## src/rtl/uart_cmd_rx.sv

```systemverilog
`default_nettype none
// ============================================================================
// Module      : uart_cmd_rx
// Description : UART host-command receiver for the frequency meter. Decodes
//               ASCII '0'..'3' into a 2-bit opcode and presents it through a
//               one-entry valid/ready buffer. Default framing is 8N1; define
//               UART_CMD_RX_PARITY_EN for 8E1 (even parity checked).
// Revision    : 1.0 - initial release
// ============================================================================
module uart_cmd_rx #(
    parameter int CLKS_PER_BIT = 434,
    parameter int SYNC_STAGES  = 2
) (
    input  logic       clk,
    input  logic       rst_n,
    input  logic       RxD,
    input  logic       cmd_ready,
    output logic [1:0] opcode,
    output logic       cmd_valid,
    output logic       busy,
    output logic       frame_err,
    output logic       bad_cmd,
    output logic       overflow
);

    localparam int              c_cw      = $clog2(CLKS_PER_BIT);
    localparam logic [c_cw-1:0] c_full_m1 = c_cw'(CLKS_PER_BIT - 1);
    localparam logic [c_cw-1:0] c_half_m1 = c_cw'(CLKS_PER_BIT / 2 - 1);

    localparam logic [2:0] c_st_idle   = 3'd0;
    localparam logic [2:0] c_st_start  = 3'd1;
    localparam logic [2:0] c_st_data   = 3'd2;
    localparam logic [2:0] c_st_stop   = 3'd4;
    localparam logic [2:0] c_st_wait   = 3'd5;
`ifdef UART_CMD_RX_PARITY_EN
    localparam logic [2:0] c_st_parity = 3'd3;
`endif

    logic [SYNC_STAGES-1:0] r_sync;
    logic                   r_rx_prev;
    logic                   w_rx_s;
    logic                   w_fall;

    logic [2:0]      r_state;
    logic [c_cw-1:0] r_baud;
    logic [c_cw-1:0] w_baud_nxt;
    logic [2:0]      r_bit_cnt;
    logic [7:0]      r_shift;
    logic            r_busy;
    logic            r_ferr;
    logic            r_rx_done;
    logic            w_par_ok;

    logic            w_in_rng;
    logic            r_dec_wr;
    logic [1:0]      r_dec_op;
    logic            r_bad;

    logic            r_valid;
    logic [1:0]      r_op;
    logic            r_ovf;

    assign w_rx_s     = r_sync[SYNC_STAGES-1];
    assign w_fall     = r_rx_prev & ~w_rx_s;
    assign w_baud_nxt = (r_baud == c_full_m1) ? r_baud : r_baud + 1'b1;
    assign w_in_rng   = (r_shift[7:2] == 6'b001100);

`ifdef UART_CMD_RX_PARITY_EN
    logic r_par_bad;
    assign w_par_ok = ~r_par_bad;
`else
    assign w_par_ok = 1'b1;
`endif

    // Synchronise RxD; cleared low so a line held low through reset is never taken as a falling edge
    always_ff @(posedge clk) begin
        if (!rst_n) begin
            r_sync    <= '0;
            r_rx_prev <= 1'b0;
        end else begin
            r_sync    <= {r_sync[SYNC_STAGES-2:0], RxD};
            r_rx_prev <= w_rx_s;
        end
    end

    // Frame receiver: start/data/(parity)/stop sampling at mid-bit, break recovery in WAIT_IDLE
    always_ff @(posedge clk) begin
        if (!rst_n) begin
            r_state   <= c_st_idle;
            r_baud    <= '0;
            r_bit_cnt <= '0;
            r_shift   <= '0;
            r_busy    <= 1'b0;
            r_ferr    <= 1'b0;
            r_rx_done <= 1'b0;
`ifdef UART_CMD_RX_PARITY_EN
            r_par_bad <= 1'b0;
`endif
        end else begin
            r_ferr    <= 1'b0;
            r_rx_done <= 1'b0;
            case (r_state)
                c_st_idle: begin
                    r_baud    <= '0;
                    r_bit_cnt <= '0;
                    if (w_fall) begin
                        r_state <= c_st_start;
                        r_busy  <= 1'b1;
                    end
                end
                c_st_start: begin
                    if (r_baud == c_half_m1) begin
                        r_baud <= '0;
                        if (w_rx_s) begin
                            // Line went back high before mid start bit: a glitch
                            r_state <= c_st_idle;
                            r_busy  <= 1'b0;
                        end else begin
                            r_state <= c_st_data;
                        end
                    end else begin
                        r_baud <= w_baud_nxt;
                    end
                end
                c_st_data: begin
                    if (r_baud == c_full_m1) begin
                        r_baud    <= '0;
                        r_shift   <= {w_rx_s, r_shift[7:1]};
                        r_bit_cnt <= r_bit_cnt + 3'd1;
                        if (r_bit_cnt == 3'd7) begin
`ifdef UART_CMD_RX_PARITY_EN
                            r_state <= c_st_parity;
`else
                            r_state <= c_st_stop;
`endif
                        end
                    end else begin
                        r_baud <= w_baud_nxt;
                    end
                end
`ifdef UART_CMD_RX_PARITY_EN
                c_st_parity: begin
                    if (r_baud == c_full_m1) begin
                        r_baud    <= '0;
                        // Even parity: data plus parity bit must hold an even number of ones
                        r_par_bad <= w_rx_s ^ (^r_shift);
                        r_state   <= c_st_stop;
                    end else begin
                        r_baud <= w_baud_nxt;
                    end
                end
`endif
                c_st_stop: begin
                    if (r_baud == c_full_m1) begin
                        r_baud <= '0;
                        if (w_rx_s && w_par_ok) begin
                            r_rx_done <= 1'b1;
                            r_state   <= c_st_idle;
                            r_busy    <= 1'b0;
                        end else begin
                            r_ferr <= 1'b1;
                            if (w_rx_s) begin
                                r_state <= c_st_idle;
                                r_busy  <= 1'b0;
                            end else begin
                                r_state <= c_st_wait;
                            end
                        end
                    end else begin
                        r_baud <= w_baud_nxt;
                    end
                end
                c_st_wait: begin
                    r_baud <= '0;
                    if (w_rx_s) begin
                        r_state <= c_st_idle;
                        r_busy  <= 1'b0;
                    end
                end
                default: begin
                    r_state <= c_st_idle;
                    r_busy  <= 1'b0;
                    r_baud  <= '0;
                end
            endcase
        end
    end

    // Decode the received byte on the cycle after the stop sample
    always_ff @(posedge clk) begin
        if (!rst_n) begin
            r_dec_wr <= 1'b0;
            r_dec_op <= 2'b00;
            r_bad    <= 1'b0;
        end else begin
            r_dec_wr <= r_rx_done & w_in_rng;
            r_bad    <= r_rx_done & ~w_in_rng;
            if (r_rx_done) begin
                r_dec_op <= r_shift[1:0];
            end
        end
    end

    // One-entry opcode buffer: a write while full is dropped unless the old entry leaves that same cycle
    always_ff @(posedge clk) begin
        if (!rst_n) begin
            r_valid <= 1'b0;
            r_op    <= 2'b00;
            r_ovf   <= 1'b0;
        end else begin
            r_ovf <= 1'b0;
            if (r_dec_wr) begin
                if (r_valid && !cmd_ready) begin
                    r_ovf <= 1'b1;
                end else begin
                    r_op    <= r_dec_op;
                    r_valid <= 1'b1;
                end
            end else if (r_valid && cmd_ready) begin
                r_valid <= 1'b0;
            end
        end
    end

    assign opcode    = r_op;
    assign cmd_valid = r_valid;
    assign busy      = r_busy;
    assign frame_err = r_ferr;
    assign bad_cmd   = r_bad;
    assign overflow  = r_ovf;

endmodule
`default_nettype wire

```

## config.mk

```make
export PLATFORM = sky130hd
export DESIGN_NAME = uart_cmd_rx
export DESIGN_NICKNAME = d
export VERILOG_FILES = /design/src/rtl/uart_cmd_rx.sv
export SDC_FILE = /design/constraint.sdc
export NUM_CORES = 1
export LEC_CHECK = 0
export CAP_MARGIN = 20
export CELL_PAD_IN_SITES_DETAIL_PLACEMENT = 0
export CELL_PAD_IN_SITES_GLOBAL_PLACEMENT = 1
export CORE_MARGIN = 3
export CORE_UTILIZATION = 48
export DETAILED_ROUTE_END_ITERATION = 16
export PLACE_DENSITY_LB_ADDON = 0.08
export SETUP_SLACK_MARGIN = 0.15
export SYNTH_ARGS = -nofsm -noshare
export SYNTH_HDL_FRONTEND = slang
export SYNTH_SLANG_ARGS = --single-unit
```

## constraint.sdc

```tcl
create_clock -name clk -period 3.8 [get_ports clk]
set_clock_uncertainty 0.05 [all_clocks]
set_input_delay 0.76 -clock clk [delete_from_list [all_inputs] [get_ports clk]]
set_output_delay 0.76 -clock clk [all_outputs]
set_load 0.02 [all_outputs]
```

* Yosys cells after proc, flatten, opt, wreduce, memory -nomap -nowiden
Index checks and enable logic that the tools add are counted.
** Cells by class
- Equality and inequality tests :: 15
- Reductions and logical operators :: 15
- Bitwise operators :: 7
- $add $sub $neg :: 2
- Multiplexer cells :: 26
** Operators with widths (count)
- 9-bit 2-to-1 mux :: 3
- 3-bit 2-to-1 mux :: 8
- 9-bit one-hot mux with 2 select lines :: 1
- 3-bit one-hot mux with 5 select lines :: 1
- 2-bit != test, second input constant :: 7
- 1-bit 2-to-1 mux :: 10
- 2-bit AND reduction :: 5
- 9-bit by 1-bit adder with 9-bit output, second input constant :: 1
- 3-bit equality test, second input constant :: 3
- 9-bit by 8-bit equality test with 1-bit output, second input constant :: 1
- 9-bit equality test, second input constant :: 1
- 6-bit by 4-bit equality test with 1-bit output, second input constant :: 1
- 3-bit one-hot mux with 2 select lines :: 1
- 6-bit AND reduction :: 1
- 1-bit one-hot mux with 5 select lines :: 1
- 1-bit inverter :: 4
- 4-bit AND reduction :: 1
- 2-bit nonzero test :: 2
- 3-bit by 1-bit adder with 3-bit output, second input constant :: 1
- 1-bit bitwise AND :: 3
- 3-bit by 1-bit equality test with 1-bit output, second input constant :: 1
- 3-bit by 2-bit equality test with 1-bit output, second input constant :: 1
- 3-bit zero test :: 1
- 3-bit AND reduction :: 1
- 4 further kinds :: 5
** Word-level totals
- Register bits after elaboration :: 37
- Bits of input ports :: 4
- Word-level logic and storage cells :: 80
- Output and inout bits :: 7

* Depth between registers and ports, before layout
- Depth in word-level cells :: 4
- Mapped depth :: 9
- Mapped depth without buffers :: 8

* Least setup slack after synthesis
No wires, ideal clock.
- Kind :: flip-flop to flip-flop
- From :: reg r_baud[1]
- To :: reg r_busy, in the netlist busy
- Required time :: 3.678 ns
- Setup time :: 0.072 ns
- Arrival :: 1.553 ns
- Clock period less this slack :: 1.674 ns
- Path slack :: 2.126 ns
- Cell stages (with the launch flop) :: 9
- Path buffers :: 1
- Cells stage by stage :: dfxtp_1 > inv_1 > ha_1 > nand4bb_4 > nor2_4 > buf_6 > nand2_4 > a222oi_1 > mux2i_1
** On the way
- Longest elaborated chain between the ends :: 3
- Elaborated cells on any way between the ends :: 5
- Those cells by class :: eq/ne (4); reduce/logical (1)
** Ends and longest elaborated chain
- start, declared :: line 45 : logic [c_cw-1:0] r_baud;
- start signal, assigned :: line 122 : r_baud <= w_baud_nxt;
- start signal, assigned :: line 138 : r_baud <= w_baud_nxt;
- start signal, assigned :: line 170 : r_baud <= w_baud_nxt;
- 9-bit equality test or 9-bit by 8-bit equality test with 1-bit output (tied branches) :: line 154, 112
- 2-bit != test (no line)
- 4-bit AND reduction (no line) *
- end signal, assigned :: line 159 : r_busy <= 1'b0;
- end signal, assigned :: line 164 : r_busy <= 1'b0;
- end signal, assigned :: line 177 : r_busy <= 1'b0;
- end, declared :: line 49 : logic r_busy;
Mark *: on every way between the ends. The rest lies on a longest branch, timed or not.
A chain may end at the register's enable or synchronous reset.

* Final worst setup path
- From :: reg r_op[0], in the netlist opcode[0]
- To :: out opcode[0]
** RTL lines
- start, declared :: line 60 : logic [1:0] r_op;
- start signal, assigned :: line 216 : r_op <= r_dec_op;
- end, declared :: line 18 : output logic [1:0] opcode,
No word-level cell between the ends.

==> impl_metrics.prom <==
# TYPE chip_impl_metric gauge
chip_impl_info{name="status",value="finished clean"} 1
chip_impl_metric{name="critPathArrivalTime",unit="ps"} 1290
chip_impl_metric{name="routed_wire_per_std_cell",unit="um"} 12.8
chip_impl_metric{name="die_area",unit="sq mm"} 0.00438
chip_impl_metric{name="routabilityCongestion",unit=""} 0.785
chip_impl_info{name="critical_path_cell_with_the_highest_stage_delay",value="sky130_fd_sc_hd__clkdlybuf4s50_1"} 1
chip_impl_info{name="clock_tree_from_tritoncts",value="built"} 1
chip_impl_metric{name="share_of_synthesized_flip_flops_with_an_asynchronous_set_or_reset",unit="%"} 0
chip_impl_metric{name="tritoncts.num_buffers",unit=""} 5
chip_impl_metric{name="die_w",unit="um"} 66.2
chip_impl_metric{name="total_switching_power",unit="mW"} 0.147
chip_impl_metric{name="synthMuxAreaShare",unit="%"} 8.07
chip_impl_metric{name="first_pass_grt_wire_length",unit="um"} 5350
chip_impl_info{name="unrepaired_setup_endpoints_after_global_routing",value="no"} 1
chip_impl_metric{name="p_comb_share",unit="%"} 4.2
chip_impl_metric{name="least_setup_slack_across_all_paths_after_layout",unit="ps"} 1700
chip_impl_metric{name="finalNetCount",unit=""} 199
chip_impl_metric{name="synth_adder_area_share",unit="%"} 4.32
chip_impl_metric{name="first_pass_drt_iterations",unit=""} 6
chip_impl_metric{name="clk_path_buf_depth",unit=""} 2
chip_impl_metric{name="avgSynthCellArea",unit="sq um"} 9.65
chip_impl_metric{name="ir_drop",unit="V"} 0.000270
chip_impl_metric{name="first_iter_violations",unit=""} 66
chip_impl_info{name="path_cells",value="clkdlybuf4s50_1"} 1
chip_impl_metric{name="clock_sinks",unit=""} 37
chip_impl_metric{name="pin_count_of_the_biggest_net_entering_global_routing",unit=""} 31
chip_impl_info{name="root_buffer",value="sky130_fd_sc_hd__clkbuf_4"} 1
chip_impl_metric{name="route.antenna.remaining_nets",unit=""} 0
chip_impl_metric{name="fillCellCount",unit=""} 311
chip_impl_info{name="endpoint_kind",value="primary output"} 1
chip_impl_metric{name="crit_fanout",unit=""} 2
chip_impl_metric{name="power_frac_clock",unit="%"} 39.8
chip_impl_metric{name="fmax",unit="MHz"} 476
chip_impl_metric{name="syn-num-nets",unit=""} 190
chip_impl_metric{name="yosys.cell_types.count",unit=""} 41
chip_impl_metric{name="globalRoute.totalOverflow",unit=""} 0
chip_impl_metric{name="synth_seq_cells",unit=""} 37
chip_impl_metric{name="rows",unit=""} 21
chip_impl_metric{name="leakage",unit="nW"} 0.800
chip_impl_metric{name="worst_pin_slew",unit="ps"} 829
chip_impl_metric{name="numPortBuffers",unit=""} 10
chip_impl_metric{name="start_util",unit="%"} 50.8
chip_impl_metric{name="dp_hpwl",unit="um"} 2160
chip_impl_metric{name="crit_path_max_incr_delay",unit="ps"} 610
chip_impl_metric{name="yosys.area.top_type_share",unit="%"} 42.7
chip_impl_metric{name="maxCapViolCount",unit=""} 0
chip_impl_metric{name="antenna_violations_before_repair",unit=""} 0
chip_impl_metric{name="n_antenna_cell",unit=""} 0
chip_impl_metric{name="power_density",unit="mW/mm^2"} 367
chip_impl_info{name="ys_top_cells_by_area",value="sky130_fd_sc_hd__dfxtp_1, sky130_fd_sc_hd__mux2i_1, sky130_fd_sc_hd__nor2b_1"} 1
chip_impl_metric{name="ctsHtreeMaxLevel",unit=""} 2
chip_impl_metric{name="seq_power_share",unit="%"} 56.1
chip_impl_metric{name="clock_insertion_delay_worst_skew",unit="ps"} 340
chip_impl_metric{name="post_synth_and_or_nand_nor_area_fraction",unit="%"} 27.5
chip_impl_metric{name="vias_in_the_first_global_route",unit=""} 1190
chip_impl_info{name="synth_top_family_by_area",value="simple AND/OR/NAND/NOR gates"} 1
chip_impl_metric{name="postCtsSetupBuffers",unit=""} 0
chip_impl_metric{name="timing.final.crit_period",unit="ps"} 2100
chip_impl_metric{name="synth_area",unit="sq mm"} 0.00174
chip_impl_info{name="most_frequent_cells_in_the_layout",value="sky130_fd_sc_hd__dfxtp_1, sky130_fd_sc_hd__nor2_1, sky130_fd_sc_hd__nor2b_1"} 1
chip_impl_info{name="layout.cells.most_common",value="sky130_fd_sc_hd__dfxtp_1"} 1
chip_impl_metric{name="synth_enable_flop_cells",unit=""} 0
chip_impl_metric{name="finalSetupTns",unit="ps"} 0
chip_impl_metric{name="p_int",unit="mW"} 0.561
chip_impl_metric{name="dp_slack",unit="ps"} 1310
chip_impl_metric{name="worst_slew_margin_rel",unit="%"} 44.6
chip_impl_metric{name="globalRouteTotalUtil",unit="%"} 16.0
chip_impl_metric{name="final_max_slew_viol_count",unit=""} 0
chip_impl_info{name="worstSetupStartpointType",value="register"} 1
chip_impl_info{name="synth_area_leader_cell",value="sky130_fd_sc_hd__dfxtp_1"} 1
chip_impl_metric{name="detail_route.drc_violations",unit=""} 0
chip_impl_metric{name="layout-drive-gt1-share",unit="%"} 6.84
chip_impl_metric{name="synth_compound_gate_area_share",unit="%"} 9.51
chip_impl_info{name="main_flop_type_after_synthesis",value="sky130_fd_sc_hd__dfxtp_1"} 1
chip_impl_metric{name="power.switching_fraction",unit="%"} 20.7
chip_impl_metric{name="worst-path-buf-inv",unit=""} 1
chip_impl_metric{name="hold_viol_final",unit=""} 0
chip_impl_metric{name="netlist_instances",unit=""} 180
chip_impl_info{name="setup.worst_path.class",value="reg2out"} 1
chip_impl_info{name="hold_wc_path_type",value="reg2reg"} 1
chip_impl_metric{name="vias",unit=""} 1236
chip_impl_metric{name="worst-endpoint-required",unit="ps"} 2990
chip_impl_metric{name="via_density_per_instance",unit=""} 5.24
chip_impl_metric{name="die_height",unit="um"} 66.2
chip_impl_metric{name="final.period_utilization",unit="%"} 55.3
chip_impl_metric{name="cts_repair_resize_count",unit=""} 0
chip_impl_metric{name="post_synth_xor_area_fraction",unit="%"} 4.03
chip_impl_metric{name="yosysWarnings",unit=""} 0
chip_impl_metric{name="cts.reportedPaths.clkPinSlew",unit="ps"} 110
chip_impl_info{name="path_delay_family",value="buffers and inverters"} 1
chip_impl_metric{name="pin_count",unit=""} 11
chip_impl_metric{name="detail_route.wirelength",unit="um"} 3010
chip_impl_metric{name="core_footprint",unit="sq mm"} 0.00342
chip_impl_metric{name="holdBufCountCts",unit=""} 0
chip_impl_metric{name="setup_viol",unit=""} 0
chip_impl_metric{name="areaGrowthSynthToFinish",unit="%"} 11.2
chip_impl_metric{name="synth.yosys.seq_area_share",unit="%"} 42.7
==> worst paths after layout <==
check | startpoint | to | slack [ps] | depth (start not counted)
setup / recovery | opcode[0]$_SDFFE_PN0P_ | opcode[0] | 1700 | 1
hold / removal | r_sync[0]$_SDFF_PN0_ | r_sync[1]$_SDFF_PN0_ | 400 | 1
setup reg to reg | r_baud[1]$_SDFF_PN0_ | busy$_SDFFE_PN0P_ | 1870 | 7
hold reg to reg | r_sync[0]$_SDFF_PN0_ | r_sync[1]$_SDFF_PN0_ | 400 | 1
==> registers in the layout (all words and copies together), names as in the netlist, 2 cells and up <==
| register | flops |
|---|---|
| r_state | 3 |
| r_baud | 9 |
| r_bit_cnt | 3 |
| r_sync | 2 |
| opcode | 2 |
| r_shift | 8 |
| r_dec_op | 2 |
==> final cells by class <==
cell class	instances	area, sq um	share of cell area [%]
Tap cell	46	57.6	2.98
Sequential cell	37	741	38.4
Timing Repair Buffer	10	100	5.18
Clock inverter	1	30.0	1.56
Multi-Input combinational cell	130	928	48.1
Clock buffer	7	55.1	2.85
Inverter	5	18.8	0.972
==> through the flow <==
stage / hold WS, ps / power [mW] / util (%) / instances / area, sq um
global route: 416 / 0.738 / 56.5 / 236 / 1930
floorplan: 362 / 0.428 / - / 180 / 1740
finish: 405 / 0.708 / 56.5 / 236 / 1930
detailed placement: 381 / 0.435 / 54.0 / 228 / 1850
global placement: 367 / 0.435 / 54.0 / 228 / 1850
CTS: 409 / 0.715 / 56.5 / 236 / 1930
==> cells by family after synthesis <==
group | count (synthesis)
buf+inv | 13
xor+xnor | 8
mux | 14
compound gates | 25
flops | 37
simple gates | 77
fa+ha+maj | 6
==> metal layers <==
metal | wire, um | part of all wire, % | GRT usage (%) | vias up
li1 | - | - | - | 643
met2 | 1340 | 45 | 24.3 | 19
met5 | 0 | 0 | 0 | -
met3 | 92 | 3.1 | 4.08 | 7
met1 | 1510 | 50 | 20.6 | 567
met4 | 62 | 2.1 | 8.63 | 0
==> cells in the mapped netlist (2+ instances only) <==
master / number
sky130_fd_sc_hd__and2_1: 3
sky130_fd_sc_hd__xnor2_1: 4
sky130_fd_sc_hd__and3_1: 7
sky130_fd_sc_hd__nor2b_1: 16
sky130_fd_sc_hd__a21oi_1: 2
sky130_fd_sc_hd__dfxtp_1: 37
sky130_fd_sc_hd__o21ai_0: 10
sky130_fd_sc_hd__and2b_1: 2
sky130_fd_sc_hd__ha_1: 6
sky130_fd_sc_hd__nand2b_1: 4
sky130_fd_sc_hd__inv_1: 5
sky130_fd_sc_hd__a21boi_0: 5
sky130_fd_sc_hd__nand2_1: 7
sky130_fd_sc_hd__mux2i_1: 14
sky130_fd_sc_hd__nand3_1: 4
sky130_fd_sc_hd__xor2_1: 4
sky130_fd_sc_hd__nor2_1: 16
sky130_fd_sc_hd__nor3_1: 7
sky130_fd_sc_hd__clkbuf_1: 5
==> power groups by stage <==
stage | Sequential, mW | Clock, mW | Combinational, mW
6_report | 0.397 | 0.282 | 0.0295
5_1_grt | 0.398 | 0.307 | 0.0331
4_1_cts | 0.397 | 0.288 | 0.0296
3_5_place_dp | 0.406 | 0 | 0.0295
3_3_place_gp | 0.406 | 0 | 0.0289
2_1_floorplan | 0.402 | 0 | 0.0253
(Power assumes the default switching activity.)
